[src/rtl/fc_pkg.sv]
// fc: shared Fibre Channel link types and ordered-set encodings.
//   state_t          FC_Port state reported by the receive state tracker
//   ctrl_state_t     transmit link-controller state (exposed for CSR)
//   primitive_t      primitive sequences the controller can transmit
//   encode_primitive 32-bit ordered set, K28.5 in [31:24]
package fc;

    typedef enum logic [3:0] {
        ST_AC,
        ST_LR1,
        ST_LR2,
        ST_LR3,
        ST_OL1,
        ST_OL2,
        ST_OL3,
        ST_LF1,
        ST_LF2
    } state_t;

    typedef enum logic [1:0] {
        CTRL_OFFLINE,
        CTRL_RECOVERY,
        CTRL_ACTIVE,
        CTRL_FAILURE
    } ctrl_state_t;

    typedef enum logic [2:0] {
        PRIM_OLS,
        PRIM_NOS,
        PRIM_LR,
        PRIM_LRR,
        PRIM_IDLE
    } primitive_t;

    // Every primitive carries K28.5 in the most significant byte only.
    localparam logic [3:0] PRIM_DATAK = 4'b1000;

    function automatic logic [31:0] encode_primitive(input primitive_t p);
        logic [31:0] w;
        case (p)
            PRIM_OLS:  w = 32'hBC35_8A55; // K28.5 D21.1 D10.4 D21.2
            PRIM_NOS:  w = 32'hBC55_BF45; // K28.5 D21.2 D31.5 D5.2
            PRIM_LR:   w = 32'hBC49_BF49; // K28.5 D9.2  D31.5 D9.2
            PRIM_LRR:  w = 32'hBC35_BF49; // K28.5 D21.1 D31.5 D9.2
            default:   w = 32'hBC95_B5B5; // IDLE: K28.5 D21.4 D21.5 D21.5
        endcase
        return w;
    endfunction

endpackage

[src/rtl/fc_link_ctrl_timer.sv]
// fc_sat_timer: saturating cycle counter with threshold detect.
//   clk, reset_n  clock, asynchronous active-low reset
//   load          clear the count to 0 (takes priority over en)
//   en            advance the count by one, saturating at THRESH
//   done          count as of the end of this cycle has reached THRESH
module fc_sat_timer #(
    parameter int unsigned THRESH = 1
) (
    input  logic clk,
    input  logic reset_n,
    input  logic load,
    input  logic en,
    output logic done
);

    localparam int unsigned W = (THRESH < 1) ? 1 : $clog2(THRESH + 1);
    localparam logic [W-1:0] LIMIT = W'(THRESH);

    logic [W-1:0] count;
    logic [W-1:0] count_nxt;

    always_comb begin
        count_nxt = count;
        if (load) begin
            count_nxt = '0;
        end else if (en && (count < LIMIT)) begin
            count_nxt = count + W'(1);
        end
    end

    // Looking at the updated count lets the owner act in the cycle the
    // threshold is reached, so THRESH counts whole cycles spent counting.
    assign done = !load && (count_nxt >= LIMIT);

    always_ff @(posedge clk or negedge reset_n) begin
        if (!reset_n) begin
            count <= '0;
        end else begin
            count <= count_nxt;
        end
    end

endmodule

[src/rtl/fc_link_ctrl.sv]
// fc_link_ctrl: transmit-side FC link-initialization controller.
//   clk, reset_n       word clock, asynchronous active-low reset
//   rx_state, rx_sync  receive FC_Port state and word-sync indication
//   port_enable        0 forces OFFLINE
//   tx_in_*            upstream frame words, accepted when valid && ready
//   tx_data, tx_datak  registered word stream to the 8b/10b PCS
//   link_up            controller settled in ACTIVE
//   ctrl_state         current controller state
module fc_link_ctrl
    import fc::*;
#(
    parameter int unsigned RTTOV_CYCLES   = 21_250_000,
    parameter int unsigned MIN_OLS_CYCLES = 1_062_500,
    parameter int unsigned LOS_CYCLES     = 21_250
) (
    input  logic        clk,
    input  logic        reset_n,
    input  state_t      rx_state,
    input  logic        rx_sync,
    input  logic        port_enable,
    input  logic [31:0] tx_in_data,
    input  logic [3:0]  tx_in_datak,
    input  logic        tx_in_valid,
    output logic        tx_in_ready,
    output logic [31:0] tx_data,
    output logic [3:0]  tx_datak,
    output logic        link_up,
    output ctrl_state_t ctrl_state
);

    ctrl_state_t state;
    ctrl_state_t nxt;
    primitive_t  prim;
    logic        ols_done;
    logic        rttov_done;
    logic        los_done;
    logic        stay_active;

    // State timers are held at 0 outside their state, so they start from 0
    // on entry.
    fc_sat_timer #(.THRESH(MIN_OLS_CYCLES)) u_ols_timer (
        .clk     (clk),
        .reset_n (reset_n),
        .load    (state != CTRL_OFFLINE),
        .en      (state == CTRL_OFFLINE),
        .done    (ols_done)
    );

    fc_sat_timer #(.THRESH(RTTOV_CYCLES)) u_rttov_timer (
        .clk     (clk),
        .reset_n (reset_n),
        .load    (state != CTRL_RECOVERY),
        .en      (state == CTRL_RECOVERY),
        .done    (rttov_done)
    );

    // Counts consecutive cycles without word sync; only consulted in ACTIVE.
    fc_sat_timer #(.THRESH(LOS_CYCLES)) u_los_timer (
        .clk     (clk),
        .reset_n (reset_n),
        .load    (rx_sync),
        .en      (!rx_sync),
        .done    (los_done)
    );

    always_ff @(posedge clk or negedge reset_n) begin
        if (!reset_n) begin
            state <= CTRL_OFFLINE;
        end else begin
            state <= nxt;
        end
    end

    always_comb begin
        nxt  = state;
        prim = PRIM_IDLE;
        if (!port_enable) begin
            nxt = CTRL_OFFLINE;
        end else begin
            case (state)
                CTRL_OFFLINE: begin
                    if (ols_done) nxt = CTRL_RECOVERY;
                end
                CTRL_RECOVERY: begin
                    if (rttov_done)              nxt = CTRL_FAILURE;
                    else if (rx_state == ST_AC)  nxt = CTRL_ACTIVE;
                end
                CTRL_ACTIVE: begin
                    if (los_done)                                        nxt = CTRL_FAILURE;
                    else if ((rx_state == ST_LR2) || (rx_state == ST_OL2)) nxt = CTRL_RECOVERY;
                    else if ((rx_state == ST_LF1) || (rx_state == ST_LF2)) nxt = CTRL_FAILURE;
                end
                CTRL_FAILURE: begin
                    if (rx_state == ST_OL2) nxt = CTRL_RECOVERY;
                end
                default: nxt = CTRL_OFFLINE;
            endcase
        end

        // The registered word follows the state being entered.
        case (nxt)
            CTRL_OFFLINE: prim = PRIM_OLS;
            CTRL_FAILURE: prim = PRIM_NOS;
            CTRL_ACTIVE:  prim = PRIM_IDLE;
            default: begin
                case (rx_state)
                    ST_LR2:        prim = PRIM_LRR;
                    ST_LR3, ST_AC: prim = PRIM_IDLE;
                    default:       prim = PRIM_LR;
                endcase
            end
        endcase
    end

    // Ready asserts only after a full cycle in ACTIVE and drops on the
    // exiting edge; a word accepted on that last cycle is still emitted.
    assign stay_active = (state == CTRL_ACTIVE) && (nxt == CTRL_ACTIVE);

    always_ff @(posedge clk or negedge reset_n) begin
        if (!reset_n) begin
            tx_data     <= encode_primitive(PRIM_OLS);
            tx_datak    <= PRIM_DATAK;
            tx_in_ready <= 1'b0;
            link_up     <= 1'b0;
        end else begin
            if (tx_in_valid && tx_in_ready) begin
                tx_data  <= tx_in_data;
                tx_datak <= tx_in_datak;
            end else begin
                tx_data  <= encode_primitive(prim);
                tx_datak <= PRIM_DATAK;
            end
            tx_in_ready <= stay_active;
            link_up     <= stay_active;
        end
    end

    assign ctrl_state = state;

endmodule

[config.mk]
export PLATFORM = sky130hd
export DESIGN_NAME = fc_link_ctrl
export DESIGN_NICKNAME = d
export VERILOG_FILES = /design/src/rtl/fc_pkg.sv /design/src/rtl/fc_link_ctrl_timer.sv /design/src/rtl/fc_link_ctrl.sv
export SDC_FILE = /design/constraint.sdc
export NUM_CORES = 1
export LEC_CHECK = 0
export BUFFER_PORTS_ARGS = -buffer_cell sky130_fd_sc_hd__buf_2
export CORE_MARGIN = 2
export CORE_UTILIZATION = 30
export CTS_CLUSTER_SIZE = 28
export DETAILED_ROUTE_END_ITERATION = 6
export PLACE_DENSITY_LB_ADDON = 0.08
export SLEW_MARGIN = 30
export SYNTH_ARGS = -nofsm -noshare
export SYNTH_HDL_FRONTEND = slang
export SYNTH_SLANG_ARGS = --single-unit
[constraint.sdc]
create_clock -name clk -period 6 [get_ports clk]
set_clock_uncertainty 0.15 [all_clocks]
set_input_delay 0 -clock clk [delete_from_list [all_inputs] [get_ports clk]]
set_output_delay 0 -clock clk [all_outputs]
set_load 0.01 [all_outputs]
Word-level counts from Yosys, hierarchy flattened
Index checks and enable logic that the tools add are counted.
{"block": "word_totals", "reg_bits": 100, "in_bits": 45}
{"block": "classes", "add_sub_neg": 3, "magnitude_cmp": 6, "n_eq_ne": 14, "muxes": 20, "reduce_logical": 19}
{"op": "24-bit case mux with 4 select lines", "n": 1}
{"op": "25-bit two-way mux", "n": 2}
{"op": "21-bit two-way mux", "n": 2}
{"op": "32-bit two-way mux", "n": 1}
{"op": "15-bit two-way mux", "n": 2}
{"op": "25-bit by 1-bit adder with 25-bit output, second input constant", "n": 1}
{"op": "25-bit >= comparator, second input constant", "n": 1}
{"op": "25-bit less-than comparator, second input constant", "n": 1}
{"op": "21-bit by 1-bit adder with 21-bit output, second input constant", "n": 1}
{"op": "21-bit >= comparator, second input constant", "n": 1}
{"op": "21-bit less-than comparator, second input constant", "n": 1}
{"op": "2-bit two-way mux", "n": 8}
{"op": "15-bit by 1-bit adder with 15-bit output, second input constant", "n": 1}
{"op": "15-bit >= comparator, second input constant", "n": 1}
{"op": "15-bit less-than comparator, second input constant", "n": 1}
{"op": "3-bit case mux with 3 select lines", "n": 1}
{"op": "2-bit == test, second input constant", "n": 4}
{"op": "4-bit by 2-bit == test with 1-bit output, second input constant", "n": 2}
{"op": "4-bit by 3-bit == test with 1-bit output, second input constant", "n": 2}
{"op": "1-bit logical AND", "n": 8}
{"op": "2-bit case mux with 4 select lines", "n": 1}
{"op": "3-bit by 2-bit == test with 1-bit output, second input constant", "n": 2}
{"op": "3-bit case mux with 2 select lines", "n": 1}
{"op": "4-bit == test, second input constant", "n": 1}
{"op": "11 further kinds", "n": 15}

Longest topological paths before layout
{"block": "logic_depth", "depth_word": 14, "ltp_mapped": 15, "ltp_nobuf": 13}

Hierarchy
A second synthesis with hierarchy kept.
{"block": "hier_totals", "cells_unflattened": 571, "hier_area_um2": 5651.7}
{"module": "fc_link_ctrl", "instances": 1, "cells_per_inst": 136, "area_per_inst_um2": 1570.3, "seq_area_each_um2": 997.2}
{"module": "fc_sat_timer (u_rttov_timer)", "instances": 1, "cells_per_inst": 171, "area_per_inst_um2": 1557.7, "seq_area_each_um2": 625.6}
{"module": "fc_sat_timer (u_ols_timer)", "instances": 1, "cells_per_inst": 151, "area_per_inst_um2": 1382.6, "seq_area_each_um2": 525.5}
{"module": "fc_sat_timer (u_los_timer)", "instances": 1, "cells_per_inst": 113, "area_per_inst_um2": 1141.1, "seq_area_each_um2": 375.4}

Worst setup path before layout
Ideal clock, no wire load.
{"block": "synth_path", "path_type": "register -> register", "start": "register u_rttov_timer.count[8]", "end": "register tx_data[10]", "setup_ps": 119, "arrival_time_ps": 3418, "setup_slack_ps": 2314, "path_stages_with_launch": 14, "n_path_buf": 2, "cell_sequence": "dfrtp_1 clkbuf_1 nand4_1 or4_4 or3b_4 mux2_4 o221a_1 or3_4 o221ai_2 nand4_1 and3b_1 buf_6 or3_4 o21a_1"}
{"block": "synth_between", "elab_chain_cells": 14, "word_cells_on_any_way": 20}
{"element": "start: declaration", "line_no": "fc_link_ctrl_timer.sv:19", "rtl": "logic [W-1:0] count;"}
{"element": "start signal: assignment", "line_no": "fc_link_ctrl_timer.sv:39", "rtl": "count <= count_nxt;"}
{"element": "25-bit less-than comparator", "line_no": "fc_link_ctrl_timer.sv:26", "rtl": "end else if (en && (count < LIMIT)) begin"}
{"element": "1-bit logical AND", "line_no": "fc_link_ctrl_timer.sv:26"}
{"element": "25-bit two-way mux *", "line_no": "fc_link_ctrl_timer.sv:26"}
{"element": "25-bit two-way mux *", "line_no": "fc_link_ctrl_timer.sv:24", "rtl": "if (load) begin"}
{"element": "25-bit >= comparator *", "line_no": "fc_link_ctrl_timer.sv:33", "rtl": "assign done = !load && (count_nxt >= LIMIT);"}
{"element": "1-bit logical AND *", "line_no": "fc_link_ctrl_timer.sv:33"}
{"element": "2-bit two-way mux *", "line_no": "fc_link_ctrl.sv:85", "rtl": "if (rttov_done) nxt = CTRL_FAILURE;"}
{"element": "2-bit case mux with 4 select lines *", "line_no": "fc_link_ctrl.sv:80", "rtl": "case (state)"}
{"element": "2-bit two-way mux *", "line_no": "fc_link_ctrl.sv:77", "rtl": "if (!port_enable) begin"}
{"element": "named net nxt[0]", "line_no": "fc_link_ctrl.sv:32", "rtl": "ctrl_state_t nxt;"}
{"element": "2-bit == test / 2-bit logical NOT (equally long branches)", "line_no": "fc_link_ctrl.sv:101", "rtl": "case (nxt)"}
{"element": "3-bit case mux with 3 select lines *", "line_no": "fc_link_ctrl.sv:101"}
{"element": "3-bit by 2-bit == test with 1-bit output, or another cell as far along", "line_no": "fc_pkg.sv:40", "rtl": "case (p)"}
{"element": "24-bit case mux with 4 select lines *", "line_no": "fc_pkg.sv:40"}
{"element": "32-bit two-way mux *", "line_no": "fc_link_ctrl.sv:126", "rtl": "if (tx_in_valid && tx_in_ready) begin"}
{"element": "end signal: assignment", "line_no": "fc_link_ctrl.sv:121", "rtl": "tx_data <= encode_primitive(PRIM_OLS);"}
{"element": "end signal: assignment", "line_no": "fc_link_ctrl.sv:127", "rtl": "tx_data <= tx_in_data;"}
{"element": "end signal: assignment", "line_no": "fc_link_ctrl.sv:130", "rtl": "tx_data <= encode_primitive(prim);"}
{"element": "end: declaration", "line_no": "fc_link_ctrl.sv:25", "rtl": "output logic [31:0] tx_data,"}
Mark *: on every way through the listed nets, which the timed path passes. The rest lies on a longest branch.

Final worst setup path
{"block": "layout_path", "start": "register u_rttov_timer.count[19]", "end": "register tx_data[19]"}
{"block": "layout_between", "elab_chain_cells": 14, "word_cells_on_any_way": 20}
{"element": "25-bit less-than comparator", "line_no": "fc_link_ctrl_timer.sv:26"}
{"element": "1-bit logical AND", "line_no": "fc_link_ctrl_timer.sv:26"}
{"element": "25-bit two-way mux *", "line_no": "fc_link_ctrl_timer.sv:26"}
{"element": "25-bit two-way mux *", "line_no": "fc_link_ctrl_timer.sv:24"}
{"element": "named net u_rttov_timer.count_nxt[19]", "line_no": "fc_link_ctrl_timer.sv:20", "rtl": "logic [W-1:0] count_nxt;"}
{"element": "25-bit >= comparator *", "line_no": "fc_link_ctrl_timer.sv:33"}
{"element": "1-bit logical AND *", "line_no": "fc_link_ctrl_timer.sv:33"}
{"element": "2-bit two-way mux *", "line_no": "fc_link_ctrl.sv:85"}
{"element": "2-bit case mux with 4 select lines *", "line_no": "fc_link_ctrl.sv:80"}
{"element": "2-bit two-way mux *", "line_no": "fc_link_ctrl.sv:77"}
{"element": "2-bit == test / 2-bit logical NOT (equally long branches)", "line_no": "fc_link_ctrl.sv:101"}
{"element": "3-bit case mux with 3 select lines *", "line_no": "fc_link_ctrl.sv:101"}
{"element": "3-bit by 2-bit == test with 1-bit output, or another cell as far along", "line_no": "fc_pkg.sv:40"}
{"element": "24-bit case mux with 4 select lines *", "line_no": "fc_pkg.sv:40"}
{"element": "32-bit two-way mux *", "line_no": "fc_link_ctrl.sv:126"}
Marks and branches as above.

==> flow_summary.yaml <==
status:
  status: "finished, final reports clean"
finish:
  syn_to_final_growth_pct: 25.3
  antenna_cells: 0
  postLayoutCoreUtil: 0.382
  final_layout_size_suffix_gt1_frac: 0.182
  nNetsFinal: 791
worst_setup_path:
  r2r_setup_slack_ns: 1.25
  cp_data_arrival_time_ns: 4.90
  start_kind: "register"
  rr_startpoint: "u_rttov_timer.count[19]"
  timing.rr.end: "tx_data[19]"
  worstSetupPathType: "register to register"
  worst_setup_path_end_kind: "register"
  cp.required_ns: 6.15
  crit_fanout: 17
  crit_start: "u_rttov_timer.count[19]"
  reg2reg_depth: 12
  crit_path_end: "tx_data[19]"
clock_tree:
  post_cts_buffers: 0
  clkTransAtPathRegs_ns: 0.08
  cts_max_path_buffers: 2
  htree_levels: 3
  numCtsBuffers: 9
  cts_tree: "yes"
  clock_latency_ns: 0.36
  cts_sinks: 100
  cts-root-buf: "clkbuf_16"
logic_synthesis:
  syn_avg_cell_area_um2: 9.02
  synth_area_um2: 5680
  postSynth.asyncResetShare: 1.00
  synth_edf_count: 0
  synth_top_flop_cell: "dfrtp_1"
  synthCells: 630
  ys_seq_area_frac: 0.444
  yosysUniqueCellTypes: 71
  synth-warning-count: 0
  ys_ff_latch: 100
  synth_fp_nets: 678
route:
  drc: 0
  drt_wl_total_um: 15700
  via_per_inst: 5.25
  antenna_left: 0
  detail_route.wl_per_cell_um: 16.0
  drt_iter0_drc: 528
  dr_total_vias: 5156
  drt_first_pass_iters: 5
floorplanning:
  fp.dieH_um: 142
  die_x_um: 142
  io-pin-count: 85
  die-area_um2: 20100
  initial_core_util: 0.305
  fp-row-count: 50
  coreArea_um2: 18600
sta:
  drv_slew: 0
  hold_slack_ns: 0.0327
  layout_min_cycle_time_ns: 4.75
  fmax_mhz: 211
  slew_headroom: 0.432
  tightest_slew_ns: 0.851
  layout_setup_ws_ns: 1.25
  setup_viol: 0
  fin_crit_sh: 0.792
  fin_tns_setup_ns: 0
  grt_setup_unrepaired: "no"
  hold_violations: 0
power_and_ir_drop:
  cellLeakagePower_nw: 2.96
  power.total_mw: 1.54
  ir_drop_uv: 133
  powerDensity_nw_per_um2: 217
global_route:
  antenna_found_initial: 0
  grt-ovfl-total: 0
  grt_usage: 0.161
  grt_max_degree: 55
  grt_pass1_wl_um: 25900
  first_global_vias: 5130
placement:
  routabilityCongestion: 0.855
  port_buffers: 84
  dpl.hpwl_um: 10800
  place_ws_ns: 1.84
run:
  maxCapViolations: 0
hold_path:
  hold_path_class: "input pin to register"
## sequential cells by signal, indices dropped and copies added, names as in the netlist
name,cells
tx_data,32
u_rttov_timer.count,25
u_ols_timer.count,21
u_los_timer.count,15
tx_datak,4
ctrl_state,2
link_up,1
## per-layer routing
layer | vias to the layer above | track usage | share of wire
met2 | 133 | 0.267 | 0.46
met5 | - | 0 | 0
met1 | 2508 | 0.214 | 0.48
met3 | 18 | 0.0317 | 0.042
met4 | 0 | 0.0505 | 0.019
li1 | 2497 | - | -
## cells by family (layout without fill, tap and decap cells)
kind of cell,Yosys count,in the layout,share of synthesized area
AOI/OAI and AO/OA,115,115,0.143
adders and majority gates,3,3,0.00660
buffers and inverters,48,166,0.0352
DFF,100,100,0.444
and+or+nand+nor,310,310,0.285
xor gates and xnor gates,46,46,0.0709
muxes,8,8,0.0150
## cell usage after synthesis (5+ instances only)
cell      instances  area, µm²
nand4_1          19        119
o211ai_1          5       37.5
nor2_1           89        334
nor3b_1           5       37.5
or3_1             7       43.8
a21oi_1          25        125
inv_1             9       33.8
mux2i_1           7       70.1
and4_1            5       43.8
nand2b_1         15       93.8
buf_2             7       35.0
o21a_1            8       60.1
nor3_1           24        120
and2_1            6       37.5
a31oi_1           9       56.3
a211oi_1          6       45.0
xor2_1           28        245
xnor2_1          18        158
nor4_1            9       56.3
and3_1           20        125
dfrtp_1          83       2080
o21ai_0          14       70.1
dfstp_2          17        447
nor4b_1           7       61.3
a21o_1            7       52.6
nand3_1          29        145
nand2_1          51        191
clkbuf_1         30        113
## per-stage QoR
stage               std cells  area [µm²]
finish                    982        7120
global route              982        7120
CTS                       982        7120
detailed placement        913        6270
global placement          913        6260
floorplan                 630        5680
## worst max-delay path, cell delays in order, from the launching register on
cell and delay (ns):
dfrtp_1 0.47, or3_1 0.39, nor4_2 0.61, a211o_1 0.52
or2_2 0.22, o31ai_1 0.09, or3_4 0.42, a2111o_1 0.37
nand4_1 0.12, and3b_1 0.34, and3_2 0.29, a22o_1 0.14
dlygate4sd3_1 0.55
## worst min-delay path by stage
stage	start	end	slack [ns]	cells after the start
floorplan	reset_n	ctrl_state[0]	-0.45	0
global placement	reset_n	u_rttov_timer.count[3]	-0.08	1
detailed placement	reset_n	u_rttov_timer.count[3]	-0.08	1
CTS	rx_state[1]	tx_data[3]	0.007	4
global route	rx_state[1]	tx_data[3]	0.05	4
finish	rx_state[1]	tx_data[3]	0.03	4
## layout by cell type (no fill, tap or decap), types with 18 or more instances in the layout
| cell | synthesis | final |
|---|---|---|
| a21oi_1 | 25 | 25 |
| nor2_1 | 89 | 89 |
| nand4_1 | 19 | 19 |
| dlygate4sd3_1 | 0 | 53 |
| xor2_1 | 28 | 28 |
| buf_2 | 7 | 83 |
| dfrtp_1 | 83 | 83 |
| nand2_1 | 51 | 51 |
| nand3_1 | 29 | 29 |
| xnor2_1 | 18 | 18 |
| and3_1 | 20 | 20 |
| nor3_1 | 24 | 24 |
## timing repair
item                                   4_1_cts  5_1_grt
hold buffers                                53        0
resized for setup                            0        0
endpoints found under the hold margin       97        0
## cell type report
type	instances	area (µm²)
clock buffer	10	250
clock inverter	6	77.6
fill	1863	11500
inverter	9	33.8
multi-input combinational	482	2960
sequential	100	2520
tap	234	293
timing repair buffer	141	983
## where the power goes
part	switching [mW]	leakage, nW	internal [mW]	total, mW
combinational	0.0970	1.48	0.0790	0.176
sequential	0.0435	1.32	0.699	0.743
clock	0.302	0.159	0.323	0.625
Note: power is estimated with default switching activity, not from simulation.
